$ cat src/rtl/cnn_maxpool.sv
// 2x2 stride-2 max-pool of two Layer-0 maps (L0K0, L0K1) into two Layer-1 maps (L1K0, L1K1).
// Define MAXPOOL_RELU_EN to clamp negative maxima to zero before they are written.
module cnn_maxpool #(
  parameter int IMG_W  = 64,
  parameter int DATA_W = 20
) (
  input  logic              clk,
  input  logic              reset,
  input  logic              start,
  output logic              busy,
  output logic              done,
  output logic              crd,
  output logic [11:0]       caddr_rd,
  input  logic [DATA_W-1:0] cdata_rd,
  output logic              cwr,
  output logic [11:0]       caddr_wr,
  output logic [DATA_W-1:0] cdata_wr,
  output logic [2:0]        csel
);

  localparam int HW = IMG_W / 2;
  localparam int CW = $clog2(HW);

  typedef enum logic [2:0] {IDLE, RD0, RD1, RD2, RD3, CAP, WR, DONE} state_t;

  state_t            state_q, state_d;
  logic [CW-1:0]     r_q, c_q;
  logic              k_q;
  logic [DATA_W-1:0] max_q, max_nx, wr_val;
  logic              last_px;
  logic [11:0]       base_rd;
  logic [2:0]        rd_sel, wr_sel;

  // Ties keep the earlier value: only a strictly greater sample replaces it.
  always_comb begin
    max_nx = ($signed(cdata_rd) > $signed(max_q)) ? cdata_rd : max_q;
`ifdef MAXPOOL_RELU_EN
    wr_val = max_nx[DATA_W-1] ? '0 : max_nx;
`else
    wr_val = max_nx;
`endif
  end

  always_comb begin
    last_px = (r_q == CW'(HW - 1)) && (c_q == CW'(HW - 1));
    base_rd = (12'(r_q) * 12'(2 * IMG_W)) + (12'(c_q) << 1);
    rd_sel  = k_q ? 3'b010 : 3'b001;
    wr_sel  = k_q ? 3'b100 : 3'b011;
  end

  always_ff @(posedge clk) begin
    if (reset) state_q <= IDLE;
    else       state_q <= state_d;
  end

  always_comb begin
    state_d  = state_q;
    busy     = 1'b1;
    done     = 1'b0;
    crd      = 1'b0;
    cwr      = 1'b0;
    csel     = 3'b000;
    caddr_rd = '0;
    case (state_q)
      IDLE: begin
        busy = 1'b0;
        if (start) state_d = RD0;
      end
      RD0: begin
        crd      = 1'b1;
        csel     = rd_sel;
        caddr_rd = base_rd;
        state_d  = RD1;
      end
      RD1: begin
        crd      = 1'b1;
        csel     = rd_sel;
        caddr_rd = base_rd + 12'd1;
        state_d  = RD2;
      end
      RD2: begin
        crd      = 1'b1;
        csel     = rd_sel;
        caddr_rd = base_rd + 12'(IMG_W);
        state_d  = RD3;
      end
      RD3: begin
        crd      = 1'b1;
        csel     = rd_sel;
        caddr_rd = base_rd + 12'(IMG_W + 1);
        state_d  = CAP;
      end
      CAP: begin
        csel    = rd_sel;
        state_d = WR;
      end
      WR: begin
        cwr     = 1'b1;
        csel    = wr_sel;
        state_d = (last_px && k_q) ? DONE : RD0;
      end
      DONE: begin
        done    = 1'b1;
        state_d = IDLE;
      end
      default: state_d = IDLE;
    endcase
  end

  // Write address/data are registered in CAP so they hold through idle cycles.
  always_ff @(posedge clk) begin
    if (reset) begin
      r_q      <= '0;
      c_q      <= '0;
      k_q      <= 1'b0;
      max_q    <= '0;
      caddr_wr <= '0;
      cdata_wr <= '0;
    end else begin
      case (state_q)
        RD1:      max_q <= cdata_rd;
        RD2, RD3: max_q <= max_nx;
        CAP: begin
          cdata_wr <= wr_val;
          caddr_wr <= (12'(r_q) * 12'(HW)) + 12'(c_q);
        end
        WR: begin
          if (c_q == CW'(HW - 1)) begin
            c_q <= '0;
            if (r_q == CW'(HW - 1)) begin
              r_q <= '0;
              k_q <= ~k_q;
            end else begin
              r_q <= r_q + 1'b1;
            end
          end else begin
            c_q <= c_q + 1'b1;
          end
        end
        default: ;
      endcase
    end
  end

endmodule

$ cat config.mk
export PLATFORM = sky130hd
export DESIGN_NAME = cnn_maxpool
export DESIGN_NICKNAME = d
export VERILOG_FILES = /design/src/rtl/cnn_maxpool.sv
export SDC_FILE = /design/constraint.sdc
export NUM_CORES = 1
export LEC_CHECK = 0
export ABC_AREA = 0
export BUFFER_PORTS_ARGS = -buffer_cell sky130_fd_sc_hd__buf_4
export CAP_MARGIN = 20
export CORE_ASPECT_RATIO = 2
export CORE_MARGIN = 4
export CORE_UTILIZATION = 49
export CTS_CLUSTER_DIAMETER = 60
export CTS_CLUSTER_SIZE = 24
export DETAILED_ROUTE_END_ITERATION = 7
export PLACE_DENSITY_LB_ADDON = 0.1
export SYNTH_ARGS = -nofsm -noshare
export SYNTH_HDL_FRONTEND = slang
export SYNTH_SLANG_ARGS = --single-unit
$ cat constraint.sdc
create_clock -name clk -period 4.05 [get_ports clk]
set_input_delay 1.0125 -clock clk [delete_from_list [all_inputs] [get_ports clk]]
set_output_delay 1.0125 -clock clk [all_outputs]
set_load 0.01 [all_outputs]
# == After elaboration in Yosys (flattened, before gate mapping) ==
# Cells that the tools add are included.
# op_classes
n_addsub,7
n_eq_ne,10
bitwise,1
n_reduce_logical,9
n_lt_le_gt_ge,1
mux,15
# ops
operator,count
$pmux W12 S4,1
$pmux W20 S2,1
$add A12 B7 Y12 const B,2
$pmux W3 S8,1
$gt A20 B20 Y1,1
$mux W20,1
$add A12 B1 Y12 const B,1
$add A12 B6 Y12,1
$eq A3 B3 Y1 const B,4
$add A10 B5 Y11,1
$add A5 B1 Y5 const B,2
$eq A5 B5 Y1 const B,2
$mux W5,2
$mux W3,3
$eq A3 B2 Y1 const B,2
$pmux W3 S2,1
$reduce_or A5 Y1,1
$mux W1,4
$reduce_or A4 Y1,1
$eq A3 B1 Y1 const B,1
$logic_not A3 Y1,1
$reduce_and A3 Y1,1
$logic_and A1 B1 Y1,2
$mux W2,1
other kinds (5),5
# word_totals
output_inout_bits,51
in_bits,23
register_bits,66

# == Logic depth before layout (Yosys ltp) ==
# Gate-level depths: netlist of run 1.
# depth
depth_word,5
depth_mapped,11
depth_no_buf,10

# == Worst setup path after synthesis of run 1 ==
# Ideal clock, no wire load.
# synth_path
kind,input port to flip-flop
from,input cdata_rd[19]
to,register max_q[0]
t_arrival_ns,3.138
path_stages,10
n_path_buf,1
required_ns,3.978
setup_slack_ns,0.840
setup_ns,0.072
path_cell_list,ha_1 > nand4_1 > or4_1 > a21o_1 > nand3_2 > or3_2 > nand2_2 > a311oi_4 > buf_8 > mux2i_1
# synth_via
elab_chain_len,3
# synth_lines
element,line,rtl
from (decl),14,"input logic [DATA_W-1:0] cdata_rd,"
$gt A20 B20 Y1,36,max_nx = ($signed(cdata_rd) > $signed(max_q)) ? cdata_rd : max_q;
$mux W20,36,
$pmux W20 S2,120,case (state_q)
to (signal assigned),121,RD1: max_q <= cdata_rd;
to (signal assigned),122,"RD2, RD3: max_q <= max_nx;"
to (decl),29,"logic [DATA_W-1:0] max_q, max_nx, wr_val;"
# No other way between the ends.
# A chain may end at the register's enable or synchronous reset.

# == Worst setup path in the final report of run 1 ==
# layout_path
from,input cdata_rd[19]
to,register max_q[19]
# layout_via
elab_chain_len,3
# layout_lines
element,line
$gt A20 B20 Y1,36
$mux W20,36
$pmux W20 S2 (*),120
# Every way passes the cells marked *; elsewhere a longest branch is shown, timed or not.

==> results of run 1 <==
==> final timing paths <==
| kind | startpoint | end | slack (ps) | cells after the start |
|---|---|---|---|---|
| setup / recovery | cdata_rd[19] | max_q[19] | 770 | 11 |
| hold / removal | caddr_wr[9] | caddr_wr[9] | 450 | 2 |
| setup reg to reg | max_q[19] | max_q[19] | 1180 | 11 |
| hold reg to reg | caddr_wr[9] | caddr_wr[9] | 450 | 2 |
==> metal layers <==
layer	wire [um]	vias to the layer above	GRT usage, %
met5	0	-	0
met3	397	10	5.72
met4	138	0	7.78
li1	-	1508	-
met1	2930	1359	22.0
met2	4330	66	34.9
==> flip-flops by register name, indices dropped and copies added (netlist names) <==
signal,flops
r_q,5
state_q,3
cdata_wr,20
caddr_wr,10
c_q,5
max_q,20
k_q,1
==> per-stage QoR <==
stage / worst slack (ps) / std cells / instance area (um^2) / hold slack (ps)
6_report: 766 / 561 / 4350 / 452
5_1_grt: 573 / 561 / 4350 / 471
4_1_cts: 753 / 560 / 4330 / 454
3_5_place_dp: 416 / 545 / 4020 / 447
3_3_place_gp: 482 / 545 / 4020 / 442
2_1_floorplan: 840 / 407 / 3490 / 453
==> area by class of cell <==
| type | count | area (um^2) | area share (%) |
|---|---|---|---|
| multi-input cells | 295 | 1990 | 45.7 |
| flip-flops and latches | 64 | 1280 | 29.5 |
| repair buffers | 75 | 576 | 13.2 |
| clock buffers | 9 | 225 | 5.18 |
| well taps | 90 | 113 | 2.59 |
| clock inverters | 6 | 85.1 | 1.96 |
| inverters | 22 | 82.6 | 1.90 |
==> logic make-up after synthesis <==
logic type      share of synthesized area, %
simple gates                            23.5
fa+ha+maj                               8.62
flops                                   36.8
mux                                     11.5
compound gates                          12.5
buf+inv                                 6.50
other cells                            0.108
xor+xnor                               0.503
==> cell usage after synthesis, types with 3 or more instances <==
library cell,n
dfxtp_1,64
nand2b_1,42
mux2i_1,40
nand2_1,36
a21oi_1,32
nor2_1,31
ha_1,24
inv_1,21
a211oi_1,20
clkbuf_1,19
o21ai_0,11
and2_1,10
nand3_1,8
nand4_1,5
nor2b_1,5
and3_1,4
nor3_1,4
or4_1,3
==> critical path: cells and delay by family <==
family / cells / cell delay, ps
buffers and inverters: 2 / 510
AOI/OAI and AO/OA: 2 / 470
adders and majority gates: 1 / 330
and+or+nand+nor: 5 / 990
muxes: 1 / 230
==> where the power goes <==
group          switching (uW)  leakage (uW)  internal, uW
clock network             283      0.000147           532
logic                     166       0.00120           149
registers                27.4      0.000518           658
==> results.md, run 1 <==
- Result of the run: completed
- Largest net degree at the start of global routing: 85
- Port bufs: 71
- Max VDD drop: 0.000393 V
- Synthesis Warnings: 0
- Worst slew margin: 51.6%
- Max-Cap Viols: 0
- Nature of the critical path endpoint: flop
- Minimum clock period after layout: 3280 ps
- CTS max path bufs: 2
- Core area: 0.00694 mm^2
- Worst-path clk slew: 50 ps
- RSZ-0062 raised after global routing: no
- Crit path kind: in2reg
- Yosys top cell area share: 36.8%
- Post-route DRC: 0
- Total GRT Usage: 20.0%
- Horiz. Die Dim: 67.6 um
- Crit path cell chain: buf_4 -> ha_1 -> nand4_1 -> or4_1 -> a21o_1 -> nand3_2 -> or3_2 -> nand2_2 -> a311oi_4 -> buf_4 -> mux2i_1
- Final Util: 62.7%
- Clk Latency, worst-skew pair: 330 ps
- Initial DRC count: 163
- Fin. Hold Viols: 0
- Antenna cells: 0
- Hold_buf cts: 0
- CTS Buf Count: 9
- Share of layout cells above drive strength 1: 20.6%
- GRT overflow: 0
- Vias: 2943
- Netlist Area Pre-Place: 0.00348 mm^2
- First-pass GRT wire length: 13.1 mm
- # rows: 43
- Die H: 127 um
- Slowest CP cell: or4_1
- Synthesized flop and latch total: 64
- Gp weighted congestion: 0.723
- CP max stage delay: 570 ps
- Worst Path Arrival: 3540 ps
- Final WL: 7.80 mm
- Max FO, Critical Path: 20
- Synth top area cells: dfxtp_1 (37%), mux2i_1 (11%), ha_1 (8.6%), nand2b_1 (7.5%), a21oi_1 (4.6%)
- Tightest Hold Check Type: reg2reg
- # setup viols final: 0
- Initial Util: 50.2%
- Post-synth top flop: dfxtp_1
- Final-report max-slew violation count: 0
- Clock sinks: 64
- CTS tree: yes
- Initial antenna violation count: 0
- Fin nets: 514
- Vias in the first global route: 2787
- Overall power: 1820 uW
- Area growth, synth to finish: 24.9%
- Sequential element share of the synthesized area: 36.8%
- Tcrit/Tclk final: 81.1%
- LEAKAGE: 0.00187 uW
- HPWL after DPL: 5.58 mm
- Clk_skew: 4.41 ps
- FILL cells: 651
- Critical path's most frequent cell: buf_4
- Via/cell ratio: 5.25
- Root buffer cell: clkbuf_16
- Synth Instances: 406
- Required @ worst endpoint: 4310 ps
- Most common cell after layout, fill and taps aside: buf_4
- Fin Setup TNS: 0 ps
- Leading cell types in the layout, fill and taps excluded: buf_4 (74), dfxtp_1 (64), nand2b_1 (42)
- Routed len/inst: 13.9 um
- Final ANT Viol Nets: 0
- Post-CTS Setup Inserts: 0
- Tightest Pin Transition: 725 ps
- Synth cell types: 41
- I/O pin cnt: 74
- Yosys top cell by area: dfxtp_1
- Max Clk Rate: 0.304 GHz
- Drt pass-1 iters: 5
- Mean area per synthesized cell: 8.58 um^2
- Number of synthesized flops with an enable pin: 0
- PwrDens: 417 mW/mm^2
- FFs w/ async S/R, synth: 0%
- H-tree lvl count: 3
- Crit start category: input port
- Post-CTS Resized: 0
- Die area: 0.00860 mm^2
(Power assumes the default switching activity.)
==> inputs of run 2 (changes only) <==
- clock period: 4.05 -> 2.84 ns (I/O delays scaled with it)
==> results.md, run 2 (synthesis gave the netlist of run 1 again) <==
- Tcrit/Tclk final: 102%
- Total GRT Usage: 21.0% (was 20.0%)
- Crit start category: input port (unchanged)
- Required @ worst endpoint: 3020 ps (was 4310 ps)
- Tightest Hold Check Type: reg2reg (unchanged)
- GRT overflow: 0 (unchanged)
- CTS tree: yes (unchanged)
- Setup WS post-layout: -69.0 ps (was 766 ps)
- Final Util: 70.3% (was 62.7%)
- Vias in the first global route: 2964 (was 2787)
- Share of layout cells above drive strength 1: 28.9% (was 20.6%)
- Post-route DRC: 0 (unchanged)
- Final ANT Viol Nets: 0 (unchanged)
- Fin nets: 550 (was 514)
- Vias: 3168 (was 2943)
- Max VDD drop: 0.000464 V (was 0.000393 V)
- Max FO, Critical Path: 4 (was 20)
- Overall power: 2790 uW (was 1820 uW)
- H-tree lvl count: 3 (unchanged)
- RSZ-0062 raised after global routing: yes (was no)
- CTS Buf Count: 9 (unchanged)
- Via/cell ratio: 5.30 (was 5.25)
- Worst-path clk slew: 50 ps (about the same)
- Horiz. Die Dim: 67.6 um (unchanged)
- Failing checks: setup timing
- # rows: 43 (unchanged)
- Die H: 127 um (unchanged)
- Clk Latency, worst-skew pair: 340 ps (was 330 ps)
- Final-report max-slew violation count: 0 (unchanged)
- HPWL after DPL: 5.96 mm (was 5.58 mm)
- Largest net degree at the start of global routing: 85 (unchanged)
- Antenna cells: 0 (unchanged)
- CTS max path bufs: 2 (unchanged)
- Clk_skew: 7.40 ps (was 4.41 ps)
- Max Clk Rate: 0.344 GHz
- Clock sinks: 64 (unchanged)
- Fin. Hold Viols: 0 (unchanged)
- Die area: 0.00860 mm^2 (unchanged)
- Worst slew margin: 49.7% (was 51.6%)
- Routed len/inst: 15.5 um (was 13.9 um)
- Drt pass-1 iters: 4 (was 5)
- Initial Util: 50.2% (unchanged)
- Final Cell Area: 0.00488 mm^2 (was 0.00435 mm^2)
- Root buffer cell: clkbuf_16 (unchanged)
- Tightest Pin Transition: 755 ps (was 725 ps)
- # setup viols final: 35 (was 0)
- Worst Path Arrival: 3090 ps (was 3540 ps)
- Result of the run: finished, violations left (was completed)
- Pre-CTS setup slack: -423 ps (was 416 ps)
- Gp weighted congestion: 0.795 (was 0.723)
- Final WL: 9.27 mm (was 7.80 mm)
- Initial DRC count: 234 (was 163)
- First-pass GRT wire length: 13.7 mm (was 13.1 mm)
- Area growth, synth to finish: 40.2% (was 24.9%)
- Max-Cap Viols: 0 (unchanged)
- Placed cell areas: 0.00424 mm^2 (was 0.00402 mm^2)
- Port bufs: 71 (unchanged)
- Hold_buf cts: 0 (unchanged)
- Initial antenna violation count: 0 (unchanged)
- Minimum clock period after layout: 2910 ps
- I/O pin cnt: 74 (unchanged)
- Core area: 0.00694 mm^2 (unchanged)
- Largest registers: cdata_wr (20), max_q (20), caddr_wr (10) (unchanged)
- Nature of the critical path endpoint: flop (unchanged)
- Most common cell after layout, fill and taps aside: buf_4 (unchanged)
- Crit path kind: in2reg (unchanged)
- PwrDens: 572 mW/mm^2 (was 417 mW/mm^2)
- Leading cell types in the layout, fill and taps excluded: buf_4 (99), dfxtp_1 (63), nand2b_1 (42) (was buf_4 (74), dfxtp_1 (64), nand2b_1 (42))
- LEAKAGE: 0.00211 uW (was 0.00187 uW)
-- run 2: final timing paths --
kind,slack (ps),endpoint,startpoint,cells after the start
hold reg to reg,460,caddr_wr[0],caddr_wr[0],2
hold / removal,460,caddr_wr[0],caddr_wr[0],2
setup reg to reg,-20,cdata_wr[19],max_q[19],13
setup / recovery,-70,cdata_wr[19],cdata_rd[19],13
-- run 2: critical path: stages --
cell	delay, ps
buf_4	130
ha_4	260
nand4_1	180
or4_4	560
a21o_1	180
nand3_2	90
o221ai_2	110
buf_4	170
nand2_8	80
buf_4	150
buf_6	130
mux2i_1	230
a211oi_1	100
-- run 2: per-layer routing --
metal	share of wire, %	track usage (%)	routed length, um
met5	0	0	0
met2	58	39.6	5370
met1	35	21.1	3260
met3	4.0	3.43	369
met4	3.0	10.0	274
-- run 2: what timing repair did --
item / in CTS / in global routing
gates resized for setup: 4 / 19
pin swaps: 2 / 9
buffers inserted: 3 / 5
cloned: 1 / 3
setup endpoints to repair: 25 / 39
-- run 2: through the flow --
| stage | cells | hold slack, ps | TNS (ps) |
|---|---|---|---|
| floorplan | 407 | 453 | 0 |
| global placement | 570 | 442 | -13670 |
| detailed placement | 570 | 449 | -14960 |
| CTS | 590 | 457 | 0 |
| global route | 598 | 479 | -4980 |
| finish | 598 | 455 | -1140 |
-- run 2: area by class of cell --
type | instances | area, um^2
flip-flops and latches | 64 | 1280
inverters | 22 | 82.6
repair buffers | 111 | 966
clock buffers | 11 | 253
well taps | 90 | 113
clock inverters | 5 | 55.1
fillers | 564 | 2060
multi-input cells | 295 | 2130
-- run 2: power by group --
part	leakage, uW	internal (uW)	switching, uW	total, uW
combinational	0.00144	367	314	681
sequential	0.000518	939	41.7	981
clock	0.000148	723	406	1130
total	0.00211	2030	762	2790
